[src/rtl/y86_trace_pkg.sv]
// y86_trace_pkg: shared trace-capture states and the default-width entry record
package y86_trace_pkg;
   typedef enum logic [1:0] {IDLE = 2'd0, ARMED = 2'd1, POST = 2'd2, DONE = 2'd3} state_t;
   localparam int ADDR_W_DEF = 32;
   localparam int DATA_W_DEF = 32;
   localparam int NREG_DEF   = 8;
   localparam int IDX_W_DEF  = $clog2(NREG_DEF);
   typedef struct packed {
      logic [ADDR_W_DEF-1:0] pc;
      logic                  wr_en;
      logic [IDX_W_DEF-1:0]  wr_idx;
      logic [DATA_W_DEF-1:0] wr_data;
   } entry_t;
   localparam int ENTRY_W_DEF = $bits(entry_t);
endpackage

[src/rtl/y86_trace_ram.sv]
// y86_trace_ram: simple dual-port entry store, synchronous write, registered read
module y86_trace_ram #(
   parameter int W     = 8,
   parameter int DEPTH = 16
) (
   input  logic                     clk,
   input  logic                     rst_n,
   input  logic                     i_we,
   input  logic [$clog2(DEPTH)-1:0] i_waddr,
   input  logic [W-1:0]             i_wdata,
   input  logic                     i_re,
   input  logic [$clog2(DEPTH)-1:0] i_raddr,
   output logic [W-1:0]             o_rdata
);
   logic [W-1:0] r_mem [DEPTH];
   always_ff @(posedge clk)
      if (i_we) r_mem[i_waddr] <= i_wdata;
   always_ff @(posedge clk or negedge rst_n)
      if (!rst_n) o_rdata <= '0;
      else if (i_re) o_rdata <= r_mem[i_raddr];
endmodule

[src/rtl/y86_trace_buffer.sv]
// y86_trace_buffer: circular retire-trace capture with PC trigger, post window and oldest-first drain
module y86_trace_buffer
   import y86_trace_pkg::*;
#(
   parameter int ADDR_W    = 32,
   parameter int DATA_W    = 32,
   parameter int NREG      = 8,
   parameter int DEPTH     = 16,
   parameter int POST_TRIG = 8
) (
   input  logic                       clk,
   input  logic                       rst_n,
   input  logic                       i_retire_valid,
   input  logic [ADDR_W-1:0]          i_retire_pc,
   input  logic                       i_retire_wr_en,
   input  logic [$clog2(NREG)-1:0]    i_retire_wr_idx,
   input  logic [DATA_W-1:0]          i_retire_wr_data,
   input  logic                       i_arm,
   input  logic                       i_clr,
   input  logic                       i_trig_en,
   input  logic [ADDR_W-1:0]          i_trig_pc,
   input  logic                       i_rd_req,
   output logic                       o_rd_valid,
   output logic [ADDR_W-1:0]          o_rd_pc,
   output logic                       o_rd_wr_en,
   output logic [$clog2(NREG)-1:0]    o_rd_wr_idx,
   output logic [DATA_W-1:0]          o_rd_wr_data,
   output logic                       o_rd_last,
   output logic [1:0]                 o_state,
   output logic [$clog2(DEPTH):0]     o_count,
   output logic                       o_wrapped
);
   localparam int IDX_W = $clog2(NREG);
   localparam int PTR_W = $clog2(DEPTH);
   localparam int CNT_W = PTR_W + 1;
   localparam int ENT_W = ADDR_W + 1 + IDX_W + DATA_W;
   state_t           r_state, w_state_nx;
   logic [PTR_W-1:0] r_wr_ptr, w_wr_ptr_nx, r_rd_ptr, w_rd_ptr_nx, r_post, w_post_nx;
   logic [CNT_W-1:0] r_count, w_count_nx;
   logic             r_wrapped, w_wrapped_nx, r_rd_valid, r_rd_last;
   logic             w_full, w_cap, w_trig, w_rd;
   logic [ENT_W-1:0] w_rdata;
   assign w_full = r_count == CNT_W'(DEPTH);
   assign w_cap  = !i_clr && i_retire_valid && (r_state == ARMED || r_state == POST);
   assign w_trig = w_cap && r_state == ARMED && i_trig_en && i_retire_pc == i_trig_pc;
   assign w_rd   = !i_clr && r_state == DONE && i_rd_req;
   always_comb begin
      w_state_nx   = r_state;
      w_wr_ptr_nx  = r_wr_ptr;
      w_rd_ptr_nx  = r_rd_ptr;
      w_post_nx    = r_post;
      w_count_nx   = r_count;
      w_wrapped_nx = r_wrapped;
      if (i_clr) begin
         w_state_nx   = IDLE;
         w_count_nx   = '0;
         w_wrapped_nx = 1'b0;
      end else if (r_state == IDLE && i_arm) begin
         w_state_nx   = ARMED;
         w_count_nx   = '0;
         w_wrapped_nx = 1'b0;
         w_wr_ptr_nx  = '0;
      end else if (w_cap) begin
         w_wr_ptr_nx  = r_wr_ptr + PTR_W'(1);
         w_count_nx   = w_full ? r_count : r_count + CNT_W'(1);
         w_wrapped_nx = r_wrapped | w_full;
         if (w_trig) begin
            w_post_nx  = PTR_W'(POST_TRIG);
            w_state_nx = POST_TRIG == 0 ? DONE : POST;
         end else if (r_state == POST) begin
            w_post_nx  = r_post - PTR_W'(1);
            w_state_nx = r_post == PTR_W'(1) ? DONE : POST;
         end
         // tracked on every capture so it already holds the oldest slot when DONE is entered
         w_rd_ptr_nx = w_wrapped_nx ? w_wr_ptr_nx : '0;
      end else if (w_rd) begin
         w_rd_ptr_nx = r_rd_ptr + PTR_W'(1);
         w_count_nx  = r_count - CNT_W'(1);
         w_state_nx  = r_count == CNT_W'(1) ? IDLE : DONE;
      end
   end
   always_ff @(posedge clk or negedge rst_n)
      if (!rst_n) begin
         r_state    <= IDLE;
         r_wr_ptr   <= '0;
         r_rd_ptr   <= '0;
         r_post     <= '0;
         r_count    <= '0;
         r_wrapped  <= 1'b0;
         r_rd_valid <= 1'b0;
         r_rd_last  <= 1'b0;
      end else begin
         r_state    <= w_state_nx;
         r_wr_ptr   <= w_wr_ptr_nx;
         r_rd_ptr   <= w_rd_ptr_nx;
         r_post     <= w_post_nx;
         r_count    <= w_count_nx;
         r_wrapped  <= w_wrapped_nx;
         r_rd_valid <= w_rd;
         r_rd_last  <= w_rd && r_count == CNT_W'(1);
      end
   y86_trace_ram #(.W(ENT_W), .DEPTH(DEPTH)) u_ram (
      .clk     (clk),
      .rst_n   (rst_n),
      .i_we    (w_cap),
      .i_waddr (r_wr_ptr),
      .i_wdata ({i_retire_pc, i_retire_wr_en, i_retire_wr_idx, i_retire_wr_data}),
      .i_re    (w_rd),
      .i_raddr (r_rd_ptr),
      .o_rdata (w_rdata)
   );
   assign {o_rd_pc, o_rd_wr_en, o_rd_wr_idx, o_rd_wr_data} = w_rdata;
   assign o_rd_valid = r_rd_valid;
   assign o_rd_last  = r_rd_last;
   assign o_state    = r_state;
   assign o_count    = r_count;
   assign o_wrapped  = r_wrapped;
endmodule

[config.mk]
export PLATFORM = sky130hd
export DESIGN_NAME = y86_trace_buffer
export DESIGN_NICKNAME = d
export VERILOG_FILES = /design/src/rtl/y86_trace_pkg.sv /design/src/rtl/y86_trace_ram.sv /design/src/rtl/y86_trace_buffer.sv
export SDC_FILE = /design/constraint.sdc
export NUM_CORES = 1
export LEC_CHECK = 0
export ABC_AREA = 1
export ABC_CLOCK_PERIOD_IN_PS = 7360
export BUFFER_PORTS_ARGS = -buffer_cell sky130_fd_sc_hd__buf_2
export CORE_MARGIN = 5
export CORE_UTILIZATION = 45
export CTS_CLUSTER_SIZE = 25
export DETAILED_ROUTE_END_ITERATION = 10
export SYNTH_ARGS = -nofsm -noshare
export SYNTH_HDL_FRONTEND = slang
export SYNTH_SLANG_ARGS = --single-unit
[constraint.sdc]
create_clock -name clk -period 7.36 [get_ports clk]
set_input_delay 1.104 -clock clk [delete_from_list [all_inputs] [get_ports clk]]
set_output_delay 1.104 -clock clk [all_outputs]
set_load 0.1 [all_outputs]
* Word-level counts from Yosys, hierarchy flattened
Memory sizes are Yosys's and may differ from the RTL's. A register that Yosys moved wholly into a read port is not among the register bits. Index checks and enable logic that the tools add are counted.
Storage, ports and cells: bits in registers 22, memory bits (writable) 1088, output and inout port bits 78, logic and storage cells 74, memories kept 1
Memories:
- u_ram.r_mem | depth 16, width 68, read ports 1, clocked after memory_dff 1, write ports 1, RTL line y86_trace_ram.sv:15 | logic [W-1:0] r_mem [DEPTH];
Operators by class: add/sub/neg operators 5, equal/unequal tests 9, multiplexer cells 25, bitwise gates (word level) 3, reduce and logical (&&, ||, !) cells 23
Operator list (count):
- $eq 32x32->1 | 1
- $mux 4 | 7
- $mux 5 | 5
- $mux 2 | 7
- $logic_and 1x1->1 | 9
- $add 4x1->4 const B | 2
- $mux 1 | 6
- $reduce_and 2->1 | 3
- $reduce_bool 2->1 | 3
- $add 5x1->5 const B | 1
- $eq 5x1->1 const B | 1
- $eq 5x5->1 const B | 1
- $ne 5x2->1 const B | 1
- $sub 5x1->5 const B | 1
- $eq 2x2->1 const B | 2
- $eq 4x1->1 const B | 1
- $ne 4x3->1 const B | 1
- $reduce_and 4->1 | 1
- $reduce_bool 4->1 | 1
- $sub 4x1->4 const B | 1
- $reduce_and 3->1 | 1
- $reduce_bool 3->1 | 1
- $eq 2x1->1 const B | 1
- $logic_not 1->1 | 2
- other kinds (4) | 5

* Logic depth before layout (Yosys ltp)
word-level depth 10, gate-level depth with buffers 13

* Cells and area by module
From an unflattened synthesis, not the netlist that was laid out.
Unflattened totals: cell total of the unflattened synthesis 4200, area, all modules 48063.6 sq um
Modules (own cells, without submodules):
- y86_trace_ram | times used 1, cells each 3876, area each 45984.1 sq um, seq. area each 34373.0 sq um
- y86_trace_buffer | times used 1, cells each 324, area each 2079.5 sq um, seq. area each 550.5 sq um

* Least setup slack after synthesis
No wires, ideal clock.
path kind flip-flop to flip-flop, start register r_state[0], in the netlist o_state[0], end memory u_ram.r_mem[0][0] (netlist name), enable pin, library setup time 0.495 ns, arrival time 4.960 ns, data required time 6.865 ns, slack 1.905 ns, cell stages (with the launch flop) 8, cells stage by stage dfrtp_1 -> inv_1 -> ha_1 -> nand3_1 -> inv_1 -> buf_1 -> nand2_1 -> nor2_1
On the way: longest elaborated chain between the ends 5, elaborated cells on any way between the ends 6, classes of those cells eq/ne (2); mux (2); reduce/logical (2)
Ends and longest elaborated chain:
- start, declared | RTL line y86_trace_buffer.sv:37 | state_t r_state, w_state_nx;
- start signal, assigned | RTL line y86_trace_buffer.sv:93 | r_state <= w_state_nx;
- $eq 2x1->1 / $eq 2x2->1 (equally long branches) | RTL line y86_trace_buffer.sv:44 | assign w_cap = !i_clr && i_retire_valid && (r_state == ARMED || r_state == POST);
- $logic_or 1x1->1 (*) | RTL line y86_trace_buffer.sv:44
- $logic_and 1x1->1 (*) | RTL line y86_trace_buffer.sv:44
- $mux 1 (*) | RTL line y86_trace_ram.sv:17 | if (i_we) r_mem[i_waddr] <= i_wdata;
- $mux 1 (implied by the code) (*) | RTL line y86_trace_ram.sv:17
- end, declared | RTL line y86_trace_ram.sv:15
Every way passes the cells marked *; elsewhere a longest branch is shown, timed or not.

* Final worst setup path
start register r_state[0], in the netlist o_state[0], end memory u_ram.r_mem[13][27] (netlist name), enable pin
The elaborated chain is that of the path after synthesis.

==> out/metrics.cfg <==
[sta]
final_hold_viol_count = 0
clock.fmax_ghz = 0.254
final.setup_skew_ns = 0.0312
finalCriticalPeriod_ns = 3.93
fin_crit_sh = 0.534
slew_viol_final = 0
maxSlewHeadroom = 0.208
setup_slack_ns = 3.43
setup_viol = 0
grt_setup_unrepaired = no
max_slew.worst_pin.slew_ns = 1.19
tns_ns = 0

[power_and_ir_drop]
leakagePower_nw = 17.1
power.clock.fraction = 0.279
peakVddDrop_uv = 440
power-per-cell-area_nw_per_um2 = 389
p_int_mw = 12.4
p_sw_mw = 7.85
p_comb_frac = 0.322
swShare = 0.388
p_seq_frac = 0.399

[setup_path]
cp-start-kind = register
cp_max_fo = 50
worst_path_max_delay_cell = buf_4
critPathCaptureType = register
crit_path_frequent_cell = inv_1
critical_path_class = register to register
cp.required_ns = 7.66
crit_family = buffers and inverters
critPathBufInv = 3
crit_path_max_incr_delay_ns = 0.81
crit_arrival_ns = 4.23
cp_cell_sequence = inv_1, ha_1, nand3_1, inv_1, nand2_1, nor2_4, buf_4

[clock_network]
cts_hold_buf = 0
cts_root_buffer = clkbuf_16
path_clk_slew_ns = 0.06
clkLatencyLatePin_ns = 0.70
cts_tree = done
cts_made_buffers = 115
postCtsSetupBuffers = 0
clkSinkCount = 1178
cts.path.max_buffers = 3
htreeDepth = 3
ctsResizeCount = 0

[synth]
synth_xor_area_frac = 0.00418
synth_area_per_cell_sq_um = 13.4
synthesis.area_sq_um = 46100
netlist_instances = 3431
ys_ff_latch = 1178
yosysUniqueCellTypes = 31
synthSimpleGateAreaFrac = 0.0802
seq_area_frac_synth = 0.757
synth_compound_area_frac = 0.128
syn-num-nets = 3552
synthMuxAreaShare = 0.000217
yosysWarningCount = 0
yosysTopAreaCell = edfxtp_1
synth_top_area_frac = 0.708
synth_top_family_by_area = compound AO/OA/AOI/OAI gates
yosys-top-cells-area = edfxtp_1, o21ai_0, nor2_1, dfrtp_1, o221ai_1
synthAdderAreaFrac = 0.00380

[route]
wl_per_cell_microns = 24.8
vias = 29100
wirelength_microns = 124000
viasPerCell = 5.80
dr.pass1.iters = 6
remaining_drc_errors = 0
ant_nets = 0
drtIter0Drc = 3009

[die]
die_area_sq_um = 109000
fp-row-count = 117
die_h_microns = 330
initial_core_util = 0.454
fp.dieW_microns = 330
num_io_pins = 185
coreArea_sq_um = 102000

[placement]
port_buffers = 184
pre_cts_slack_ns = 2.86
dp.cells = 4790
gp_congestion = 0.851
hpwl_microns = 64100

[final_layout]
nets = 3660
multi_input_area_sq_um = 10100
fin_cells = 5011
seqCellArea_sq_um = 34900
fillCellCount = 8620
drive_gt1_frac = 0.120
syn2layout_area_growth_pct = 12.6

[global_route]
gr-total-overflow = 0
grt_max_degree = 242
grt_pass1_wl_microns = 183000
grt_pass1_vias = 28200
track_usage = 0.224
antenna_found_initial = 8

[job]
max_cap_viol_count = 0

[status]
outcome = completed

[worst_hold_path]
worst_hold_path_type = primary input to asynchronous set/reset pin

==> registers in the layout, summed over array words and instances (netlist names) <==
register / count
r_rd_ptr: 4
o_state: 2
r_post: 4
u_ram.r_mem: 1088
o_rd_last: 1
o_count: 5
u_ram.o_rdata: 68
o_rd_valid: 1
o_wrapped: 1
r_wr_ptr: 4
==> metal layers <==
| metal | track usage | part of all wire | vias up |
|---|---|---|---|
| met2 | 0.345 | 0.46 | 1116 |
| met4 | 0.0624 | 0.024 | 4 |
| met5 | 0.0146 | 0.0019 | - |
| met3 | 0.0519 | 0.089 | 178 |
| met1 | 0.321 | 0.43 | 14600 |
| li1 | - | - | 13100 |
==> cell usage in the layout (no fill, tap or decap), types with 5 or more instances in the layout <==
| cell | synthesis | final |
|---|---|---|
| o22ai_1 | 90 | 90 |
| dfrtp_1 | 90 | 86 |
| nand3_1 | 124 | 124 |
| buf_4 | 6 | 45 |
| o21ai_1 | 26 | 26 |
| clkinv_1 | 2 | 19 |
| bufinv_16 | 0 | 6 |
| clkbuf_16 | 0 | 115 |
| inv_1 | 55 | 52 |
| o21a_1 | 31 | 31 |
| nand2_1 | 128 | 128 |
| ha_1 | 14 | 14 |
| edfxtp_1 | 1088 | 1088 |
| nor2_4 | 0 | 16 |
| clkbuf_1 | 168 | 29 |
| xnor2_1 | 15 | 15 |
| o221ai_1 | 186 | 186 |
| a31oi_1 | 63 | 63 |
| o21ai_0 | 567 | 567 |
| a21oi_1 | 14 | 14 |
| clkinv_2 | 0 | 32 |
| nor2_1 | 667 | 651 |
| xor2_1 | 7 | 7 |
| clkbuf_8 | 0 | 7 |
| buf_2 | 63 | 183 |
| inv_6 | 0 | 5 |
| or2_2 | 7 | 7 |
==> final cells by class <==
| class | count | area share |
|---|---|---|
| well taps | 1368 | 0.0329 |
| clock inverters | 66 | 0.00995 |
| multi-input cells | 1953 | 0.194 |
| diodes | 4 | 0.000193 |
| flip-flops and latches | 1178 | 0.673 |
| inverters | 58 | 0.00489 |
| repair buffers | 233 | 0.0259 |
| clock buffers | 151 | 0.0593 |
==> Yosys cell counts, drive strengths merged <==
cell,number
edfxtp,1088
nor2,667
o21ai,593
o221ai,186
clkbuf,168
nand2,128
nand3,124
dfrtp,90
o22ai,90
buf,74
a31oi,63
inv,56
o21a,31
xnor2,15
a21oi,14
ha,14
or2,7
xor2,7
a22oi,4
nand4,4
nor3,3
clkinv,2
a211oi,1
mux2i,1
nor3b,1
==> cell families after synthesis <==
group	after synthesis
flip-flops	1178
XOR/XNOR	22
buffers and inverters	300
AND/OR/NAND/NOR	934
multiplexers	1
adder cells (fa/ha/maj)	14
AO/OA/AOI/OAI	982
==> metrics by stage <==
step,cell area [sq um],power [mW],utilization,hold slack [ns]
after CTS,51900,20.3,0.511,0.394
after detailed placement,48300,14.7,0.475,0.476
after floorplan,46100,12.8,-,0.475
after global routing,51900,21.2,0.511,0.442
after global placement,48300,14.7,0.475,0.468
final,52000,20.2,0.511,0.433
==> worst register-to-register path: stages (launching register included) <==
cell and delay, ns:
dfrtp_1 0.43, inv_1 0.09, ha_1 0.28, nand3_1 0.37
inv_1 0.56, nand2_1 0.37, nor2_4 0.60, buf_4 0.81
==> power groups by stage <==
stage / Combinational [mW] / Clock (mW) / Sequential [mW]
after floorplan: 3.40 / 0 / 9.44
after global placement: 6.44 / 0 / 8.21
after detailed placement: 6.50 / 0 / 8.22
after CTS: 6.51 / 5.72 / 8.08
after global routing: 7.04 / 6.01 / 8.11
final: 6.51 / 5.64 / 8.07
==> final timing paths <==
| kind | slack, ns | cells after the start | end | startpoint |
|---|---|---|---|---|
| max | 3.43 | 7 | u_ram.r_mem[13][27] | o_state[0] |
| min | 0.43 | 1 | u_ram.o_rdata[34] | rst_n |
| max reg2reg | 3.43 | 7 | u_ram.r_mem[13][27] | o_state[0] |
| min reg2reg | 0.49 | 2 | u_ram.o_rdata[55] | u_ram.o_rdata[55] |
| max in group asynchronous | 5.48 | 2 | r_rd_ptr[1] | rst_n |
| min in group clk | 0.49 | 2 | u_ram.o_rdata[55] | u_ram.o_rdata[55] |
Note: power is estimated with default switching activity, not from simulation.
